**src/rtl/axon_in_arb_pkg.sv**
```systemverilog
// Shared node packet definitions: type encoding and width used by the axon
// and everything that feeds it.
package axon_in_arb_pkg;

  localparam int PKT_TW = 3;

  typedef enum logic [PKT_TW-1:0] {
    PKT_SPIKE    = 3'b000,
    PKT_DATA     = 3'b001,
    PKT_DATA_END = 3'b010,
    PKT_WRITE    = 3'b110,
    PKT_READ     = 3'b111
  } pkt_type_e;

  // Pointer width that stays legal for a single-port build.
  function automatic int ptr_w(input int np);
    return (np > 1) ? $clog2(np) : 1;
  endfunction

endpackage

```
**src/rtl/axon_in_arb_rr_arb.sv**
```systemverilog
// Combinational round-robin picker: first set bit of (req & mask) scanning
// upward from ptr with wrap. Output is one-hot or zero.
module rr_arb #(
  parameter int NP = 4,
  parameter int PW = 2
) (
  input  logic [NP-1:0] req,
  input  logic [PW-1:0] ptr,
  input  logic [NP-1:0] mask,
  output logic [NP-1:0] grant
);

  int   idx;
  logic found;

  // Scan NP positions starting at ptr; the first eligible one wins.
  always_comb begin
    grant = '0;
    found = 1'b0;
    idx   = 0;
    for (int k = 0; k < NP; k++) begin
      idx = int'(ptr) + k;
      if (idx >= NP) idx = idx - NP;
      if (!found && req[idx] && mask[idx]) begin
        grant[idx] = 1'b1;
        found      = 1'b1;
      end
    end
  end

endmodule

```
**src/rtl/axon_in_arb.sv**
```systemverilog
// Input arbiter in front of the axon: round-robin among single-beat packets,
// with DATA bursts locking the arbiter to one port until DATA_END.
module axon_in_arb
  import axon_in_arb_pkg::*;
#(
  parameter int NP  = 4,
  parameter int SW  = 24,
  parameter int FTW = PKT_TW,
  localparam int PW = ptr_w(NP)
) (
  input  logic            clk,
  input  logic            rst,
  input  logic [NP-1:0]   req_vld,
  input  logic [NP*SW-1:0] req_data,
  input  logic [NP*FTW-1:0] req_type,
  output logic [NP-1:0]   req_rdy,
  input  logic            axon_busy,
  output logic            spk_in_axon_vld,
  output logic [SW-1:0]   spk_in_axon_data,
  output logic [FTW-1:0]  spk_in_axon_type,
  output logic            arb_lock,
  output logic [PW-1:0]   arb_lock_port
);

  logic [PW-1:0]  rr_ptr;
  logic [NP-1:0]  elig_mask;
  logic [NP-1:0]  grant;
  logic [PW-1:0]  gidx;
  logic           load_en;
  logic           xfer;
  logic [SW-1:0]  sel_data;
  logic [FTW-1:0] sel_type;
  logic [PW-1:0]  next_ptr;

  // Reset also blocks acceptance so no beat is taken while rst is high.
  assign load_en   = !axon_busy && !rst;
  assign elig_mask = arb_lock ? (NP'(1) << arb_lock_port) : {NP{1'b1}};
  assign req_rdy   = grant & {NP{load_en}};
  assign xfer      = |req_rdy;

  rr_arb #(.NP(NP), .PW(PW)) u_rr_arb (
    .req   (req_vld),
    .ptr   (rr_ptr),
    .mask  (elig_mask),
    .grant (grant)
  );

  // Encode the one-hot grant and mux out the winning port's beat.
  always_comb begin
    gidx = '0;
    for (int i = 0; i < NP; i++)
      if (grant[i]) gidx = PW'(i);
    sel_data = req_data[gidx*SW +: SW];
    sel_type = req_type[gidx*FTW +: FTW];
    next_ptr = (int'(gidx) == NP-1) ? '0 : gidx + 1'b1;
  end

  // Output register, lock state and round-robin pointer.
  always_ff @(posedge clk) begin
    if (rst) begin
      spk_in_axon_vld  <= 1'b0;
      spk_in_axon_data <= '0;
      spk_in_axon_type <= '0;
      arb_lock         <= 1'b0;
      arb_lock_port    <= '0;
      rr_ptr           <= '0;
    end else begin
      spk_in_axon_vld <= xfer;
      if (xfer) begin
        spk_in_axon_data <= sel_data;
        spk_in_axon_type <= sel_type;
        if (!arb_lock && sel_type == FTW'(PKT_DATA)) begin
          // Burst start: pointer holds until release so the burst owner
          // still yields to the next port afterwards.
          arb_lock      <= 1'b1;
          arb_lock_port <= gidx;
        end else if (arb_lock && sel_type == FTW'(PKT_DATA_END)) begin
          arb_lock      <= 1'b0;
          arb_lock_port <= '0;
          rr_ptr        <= next_ptr;
        end else if (!arb_lock) begin
          rr_ptr <= next_ptr;
        end
      end
    end
  end

endmodule

```
**config.mk**
```make
export PLATFORM = sky130hd
export DESIGN_NAME = axon_in_arb
export DESIGN_NICKNAME = d
export VERILOG_FILES = /design/src/rtl/axon_in_arb_pkg.sv /design/src/rtl/axon_in_arb_rr_arb.sv /design/src/rtl/axon_in_arb.sv
export SDC_FILE = /design/constraint.sdc
export NUM_CORES = 1
export LEC_CHECK = 0
export CORE_MARGIN = 2
export CORE_UTILIZATION = 36
export CTS_BUF_LIST = sky130_fd_sc_hd__clkbuf_4 sky130_fd_sc_hd__clkbuf_8 sky130_fd_sc_hd__clkbuf_16
export DETAILED_ROUTE_END_ITERATION = 16
export MAX_ROUTING_LAYER = met4
export PLACE_DENSITY = 0.82
export SLEW_MARGIN = 5
export SYNTH_ARGS = -nofsm -noshare
export SYNTH_HDL_FRONTEND = slang
export SYNTH_HIERARCHICAL = 1
export SYNTH_SLANG_ARGS = --single-unit
export TNS_END_PERCENT = 50
```
**constraint.sdc**
```tcl
create_clock -name clk -period 3.4 [get_ports clk]
set_input_delay 0.68 -clock clk [delete_from_list [all_inputs] [get_ports clk]]
set_output_delay 0.68 -clock clk [all_outputs]
set_load 0.02 [all_outputs]
```
==> flow_metrics.env, run 1 <==
export IMPL_place_ws_ns=-0.491
export IMPL_ir_drop_uv=344
export IMPL_finalNonFillerCells=594
export IMPL_syn_cell_area_sq_mm=0.00269
export IMPL_worst_slack_ns=0.0582
export IMPL_worst_setup_path_type="input port to register"
export IMPL_path_cells="dlygate4sd2_1, and2_4, mux4_2, a32oi_1, nand4_1, buf_4, mux2i_1, a221o_1, o21bai_1, a2bb2oi_2, mux2_4"
export IMPL_crit_fanout=5
export IMPL_antenna_cells=0
export IMPL_via_per_inst=5.18
export IMPL_cts_sinks=33
export IMPL_seq_area_frac_synth=0.246
export IMPL_die_x_um=90.4
export IMPL_area_sequential_sq_um=664
export IMPL_num_vias=3078
export IMPL_rrSetupSlack_ns=0.15
export IMPL_grt_pass1_vias=3083
export IMPL_holdWs_ns=0.480
export IMPL_synthToLayoutAreaGrowth_pct=74.7
export IMPL_ys_ff_latch=33
export IMPL_dr_wl_met2_um=4760
export IMPL_drive_gt1_frac=0.182
export IMPL_synthesis_nets=438
export IMPL_rsz0062_at_grt="false"
export IMPL_critPathMaxStageDelay_ns=0.51
export IMPL_crit_buf_inv=2
export IMPL_grt_pass1_wl_um=14200
export IMPL_leakage_nw=1.78
export IMPL_finalWirelength_um=9090
export IMPL_critPathSlowestCell="mux4_2"
export IMPL_synth_top_area_cell="dfxtp_1"
export IMPL_synthArstFlopShare=0
export IMPL_grt_overflow_total=0
export IMPL_ys_warn_count=6
export IMPL_powerDensity_mw_per_mm2=784
export IMPL_synth_edf_count=0
export IMPL_numCtsBuffers=5
export IMPL_switching_share=0.417
export IMPL_placed_area_sq_mm=0.00447
export IMPL_dieArea_sq_mm=0.00817
export IMPL_multi_input_area_sq_mm=0.00189
export IMPL_clock_skew_ns=0.00682
export IMPL_grt_usage=0.219
export IMPL_worstHoldPathType="register to register"
export IMPL_io_buffers=149
export IMPL_final_common_cell="clkdlybuf4s50_1"
export IMPL_max_cap_violations=0
export IMPL_gp_congestion=0.844
export IMPL_syn_instance_count=316
export IMPL_cts_buffer_depth=2
export IMPL_rows=31
export IMPL_pwr_share_seq=0.174
export IMPL_cts_clk_slew_worst_paths_ns=0.07
export IMPL_htree_levels=2
export IMPL_worstMarginPinSlew_ns=0.423
export IMPL_clk_insertion_delay_late_ns=0.28
export IMPL_dr_wl_met3_um=570
export IMPL_clockPowerShare=0.106
export IMPL_clockRootBuffer="clkbuf_8"
export IMPL_synth_area_top_cells="dfxtp_1 (25%), mux2i_1 (20%), nand3b_1 (7.3%)"
export IMPL_placed_cells=578
export IMPL_tritoncts="yes"
export IMPL_drc=0
export IMPL_crit_arrival_ns=3.51
export IMPL_drt_pass1_iterations=4
export IMPL_wl_met1_um=3610
export IMPL_crit_family="compound AO/OA/AOI/OAI gates"
export IMPL_crit_required_ns=3.57
export IMPL_p_int_mw=2.15
export IMPL_p_comb_frac=0.720
export IMPL_outcome="finished clean"
export IMPL_num_fill_cells=610
export IMPL_die_h_um=90.4
export IMPL_antenna_left=0
export IMPL_drv_slew=0
export IMPL_max_freq_ghz=0.299
export IMPL_synth_distinct_cells=52
export IMPL_io_pins=150
export IMPL_top_layer_used="met4"
export IMPL_floorplan_initialDensity=0.371
export IMPL_most_common_layout_cells="clkdlybuf4s50_1 (141), mux2i_1 (52), buf_4 (46)"
export IMPL_synth_top_cell_area_share=0.246
export IMPL_wl_per_cell_um=15.3
export IMPL_period_needed_ns=3.34
export IMPL_drtIter0Drc=136
export IMPL_core_area_sq_mm=0.00725
export IMPL_nets=616
export IMPL_final_cell_area_sq_mm=0.00469
export IMPL_syn_area_per_cell_sq_um=8.50
export IMPL_antenna_found_initial=0
export IMPL_synth_flop_cell="dfxtp_1"
export IMPL_power_switching_mw=1.53
export IMPL_grt_max_degree=38
export IMPL_maxSlewHeadroom=0.718
export IMPL_final_period_utilization=0.983
export IMPL_finalHoldViolations=0
export IMPL_end_kind="register"
export IMPL_dpl_hpwl_um=7260
export IMPL_setup_viol=0
export IMPL_cp_start_kind="input port"
## sequential cells by signal, indices dropped and copies added, names as in the netlist
name              flops
arb_lock              1
arb_lock_port         2
rr_ptr                2
spk_in_axon_data     24
spk_in_axon_type      3
spk_in_axon_vld       1
## tightest hold or removal path, delay by kind of cell, from the launching register on
kind               cells  cell delay [ns]
DFF                    1             0.31
and+or+nand+nor        1             0.07
AOI/OAI and AO/OA      1             0.05
## path summary, 6_finish.rpt
check | start | endpoint | cells after the start
worst min-delay path | spk_in_axon_data[20] | spk_in_axon_data[20] | 2
worst min register to register | spk_in_axon_data[20] | spk_in_axon_data[20] | 2
worst max-delay path | req_vld[1] | rr_ptr[0] | 11
worst max register to register | arb_lock_port[0] | rr_ptr[0] | 12
## cell type report
class,count,area share
Multi-Input combinational cell,245,0.402
Clock inverter,1,0.00640
Inverter,11,0.00880
Clock buffer,7,0.0192
Sequential cell,33,0.142
Timing Repair Buffer,198,0.396
Tap cell,99,0.0264
## power groups by stage
stage / sequential (mW) / combinational [mW] / clock, mW
5_1_grt: 0.661 / 2.84 / 0.417
3_3_place_gp: 0.637 / 2.43 / 0
6_report: 0.642 / 2.65 / 0.389
4_1_cts: 0.641 / 2.61 / 0.397
2_1_floorplan: 0.841 / 1.31 / 0
3_5_place_dp: 0.647 / 2.49 / 0
## cells by family (layout without fill, tap and decap cells)
group                    Yosys count  in the layout  share of synthesized area
AO/OA/AOI/OAI                     83             83                      0.192
adder cells (fa/ha/maj)            7              7                     0.0326
AND/OR/NAND/NOR                   95             95                      0.207
multiplexers                      60             60                      0.252
buffers and inverters             38            217                     0.0708
flip-flops                        33             33                      0.246
## metrics by stage
| stage | power, mW | setup TNS [ns] | util |
|---|---|---|---|
| 5_1_grt | 3.92 | 0 | 0.647 |
| 3_5_place_dp | 3.14 | -7.98 | 0.616 |
| 4_1_cts | 3.65 | 0 | 0.642 |
| 2_1_floorplan | 2.16 | -0.0452 | - |
| 6_report | 3.68 | 0 | 0.647 |
| 3_3_place_gp | 3.07 | -3.43 | 0.616 |
## cell usage after synthesis, drive strengths merged, types with 5 or more instances
| library cell | count |
|---|---|
| ha | 7 |
| o21ai | 54 |
| dfxtp | 33 |
| and2 | 7 |
| nand3 | 10 |
| nand3b | 26 |
| nand2 | 29 |
| mux2i | 55 |
| buf | 16 |
| inv | 11 |
| nand4 | 5 |
| clkbuf | 11 |
## timing repair
item,4_1_cts,5_1_grt
gates cloned,0,0
hold buffers,0,0
endpoints found under the hold margin,0,0
setup endpoints to repair,10,10
resized for setup,22,18
pin swaps,8,6
buffers inserted,7,1
## routing by layer
metal,global-route usage,vias up
met5,-,-
met4,0.0615,0
met3,0.0526,14
met2,0.408,126
met1,0.230,1421
li1,-,1517
No activity file was read; power rests on OpenSTA's default activity.
==> inputs of run 2 (changes only) <==
Settings changed: CORE_UTILIZATION 36 to 39, PLACE_DENSITY 0.82 to 0.84, SLEW_MARGIN 5 to not set.
Clock period 3.4 ns to 3.2 ns, I/O delays scaled along.
==> run 2 against run 1 <==
The flow now finishes with violations (negative setup slack). Routed wire length increased by 3.1%. Utilization increased by 5.0 points. Worst setup slack got worse by 0.095 ns. Clock skew decreased by 0.0031 ns. Flip-flop and latch count unchanged. Cell area decreased by 0.21%. Clock-buffer cell count unchanged. Global-route usage increased by 1.7 points. Largest cell class unchanged.
==> flow_metrics.env, run 2 (synthesis results as in run 1) <==
export IMPL_outcome="finished, violations left"
export IMPL_violations="negative setup slack"
export IMPL_grt_overflow_total=0
export IMPL_antenna_found_initial=0
export IMPL_grt_pass1_vias=3135
export IMPL_core_area_sq_mm=0.00672
export IMPL_final_period_utilization=1.01
export IMPL_most_common_layout_cells="clkdlybuf4s50_1 (141), mux2i_1 (53), buf_4 (39)"
export IMPL_cts_buffer_depth=2
export IMPL_drtIter0Drc=196
export IMPL_antenna_left=0
export IMPL_worst_setup_path_type="register to register"
export IMPL_path_cells="buf_6, o21ai_4, nand2_1, mux4_4, nand3_2, nand4_1, buf_6, mux2i_2, a221o_1, o21bai_1, a2bb2oi_2, mux2_4"
export IMPL_setup_viol=1
export IMPL_worstHoldPathType="register to register"
export IMPL_end_kind="register"
export IMPL_crit_buf_inv=2
export IMPL_clock_skew_ns=0.00375
export IMPL_powerDensity_mw_per_mm2=823
export IMPL_synthToLayoutAreaGrowth_pct=74.3
export IMPL_max_freq_ghz=0.309
export IMPL_die_x_um=87.0
export IMPL_clk_insertion_delay_late_ns=0.28
export IMPL_die_h_um=87.0
export IMPL_hold_buffers=0
export IMPL_worst_slack_ns=-0.0365
export IMPL_drt_pass1_iterations=5
export IMPL_final_cell_area_sq_mm=0.00468
export IMPL_placed_area_sq_mm=0.00445
export IMPL_io_buffers=149
export IMPL_via_per_inst=5.56
export IMPL_crit_required_ns=3.37
export IMPL_crit_fanout=4
export IMPL_grt_usage=0.236
export IMPL_drc=0
export IMPL_antenna_cells=0
export IMPL_utilization=0.697
export IMPL_final_common_cell="clkdlybuf4s50_1"
export IMPL_crit_arrival_ns=3.41
export IMPL_largest_register="spk_in_axon_data"
export IMPL_grt_pass1_wl_um=13900
export IMPL_tritoncts="yes"
export IMPL_finalHoldViolations=0
export IMPL_grt_max_degree=35
export IMPL_period_needed_ns=3.24
export IMPL_critPathMaxStageDelay_ns=0.65
export IMPL_ir_drop_uv=334
export IMPL_floorplan_initialDensity=0.400
export IMPL_rsz0062_at_grt="true"
export IMPL_cts_clk_slew_worst_paths_ns=0.07
export IMPL_numCtsBuffers=5
export IMPL_maxSlewHeadroom=0.698
export IMPL_nets=610
export IMPL_htree_levels=2
export IMPL_wl_per_cell_um=16.5
export IMPL_placed_cells=556
export IMPL_finalNonFillerCells=569
export IMPL_dieArea_sq_mm=0.00757
export IMPL_max_cap_violations=0
export IMPL_gp_congestion=0.971
export IMPL_largest_reg_flops=24
export IMPL_crit_family="multiplexers"
export IMPL_leakage_nw=1.77
export IMPL_critPathSlowestCell="mux4_4"
export IMPL_cts_sinks=33
export IMPL_io_pins=150
export IMPL_drive_gt1_frac=0.182
export IMPL_rows=30
export IMPL_drv_slew=0
export IMPL_dpl_hpwl_um=6970
export IMPL_largest_registers="spk_in_axon_data (24), spk_in_axon_type (3)"
export IMPL_holdWs_ns=0.481
export IMPL_cp_start_kind="register"
export IMPL_clockRootBuffer="clkbuf_8"
export IMPL_worstMarginPinSlew_ns=0.451
export IMPL_path_common_cell="buf_6"
export IMPL_finalWirelength_um=9370
export IMPL_num_vias=3166
[run 2: power by group]
part | switching (mW) | leakage, nW | internal, mW
Clock | 0.157 | 0.0619 | 0.262
Combinational | 1.39 | 1.44 | 1.36
Sequential | 0.0987 | 0.272 | 0.591
Total | 1.64 | 1.77 | 2.21
[run 2: layer usage]
layer | global-route usage | wire length [um] | vias up
li1 | - | - | 1505
met1 | 0.253 | 3550 | 1469
met2 | 0.436 | 5020 | 168
met3 | 0.0464 | 635 | 24
met4 | 0.0710 | 167 | 0
met5 | - | 0 | -
[run 2: final timing paths]
check	start	end	slack, ns	cells after the start
worst max register to register	arb_lock_port[0]	rr_ptr[0]	-0.04	12
worst min register to register	spk_in_axon_data[19]	spk_in_axon_data[19]	0.48	2
worst max-delay path	arb_lock_port[0]	rr_ptr[0]	-0.04	12
worst min-delay path	spk_in_axon_data[19]	spk_in_axon_data[19]	0.48	2
[run 2: worst min-delay path: stages, from the launching register on]
cell      delay, ns
dfxtp_1        0.31
nand3b_1       0.07
o21ai_1        0.05
[run 2: timing repair]
item                       CTS  global route
pin swaps                    5            10
setup buffers                1             4
setup endpoints to repair   33            31
gates resized for setup     24            30
[run 2: layout make-up]
type                            instances  area (sq um)
Timing Repair Buffer                  192          1830
Clock buffer                            7          90.1
Multi-Input combinational cell        245          1930
Fill cell                             532          2030
Clock inverter                          1          30.0
Sequential cell                        33           668
Inverter                               11          43.8
Tap cell                               80           100
[run 2: metrics by stage]
stage	setup slack [ns]	setup TNS, ns	total power, mW
after floorplan	-0.147	-0.173	2.30
after global placement	-0.471	-11.38	3.23
after detailed placement	-0.568	-14.05	3.30
after CTS	0.000619	0	3.78
after global routing	-0.111	-0.522	4.10
final	-0.0365	-0.0365	3.85
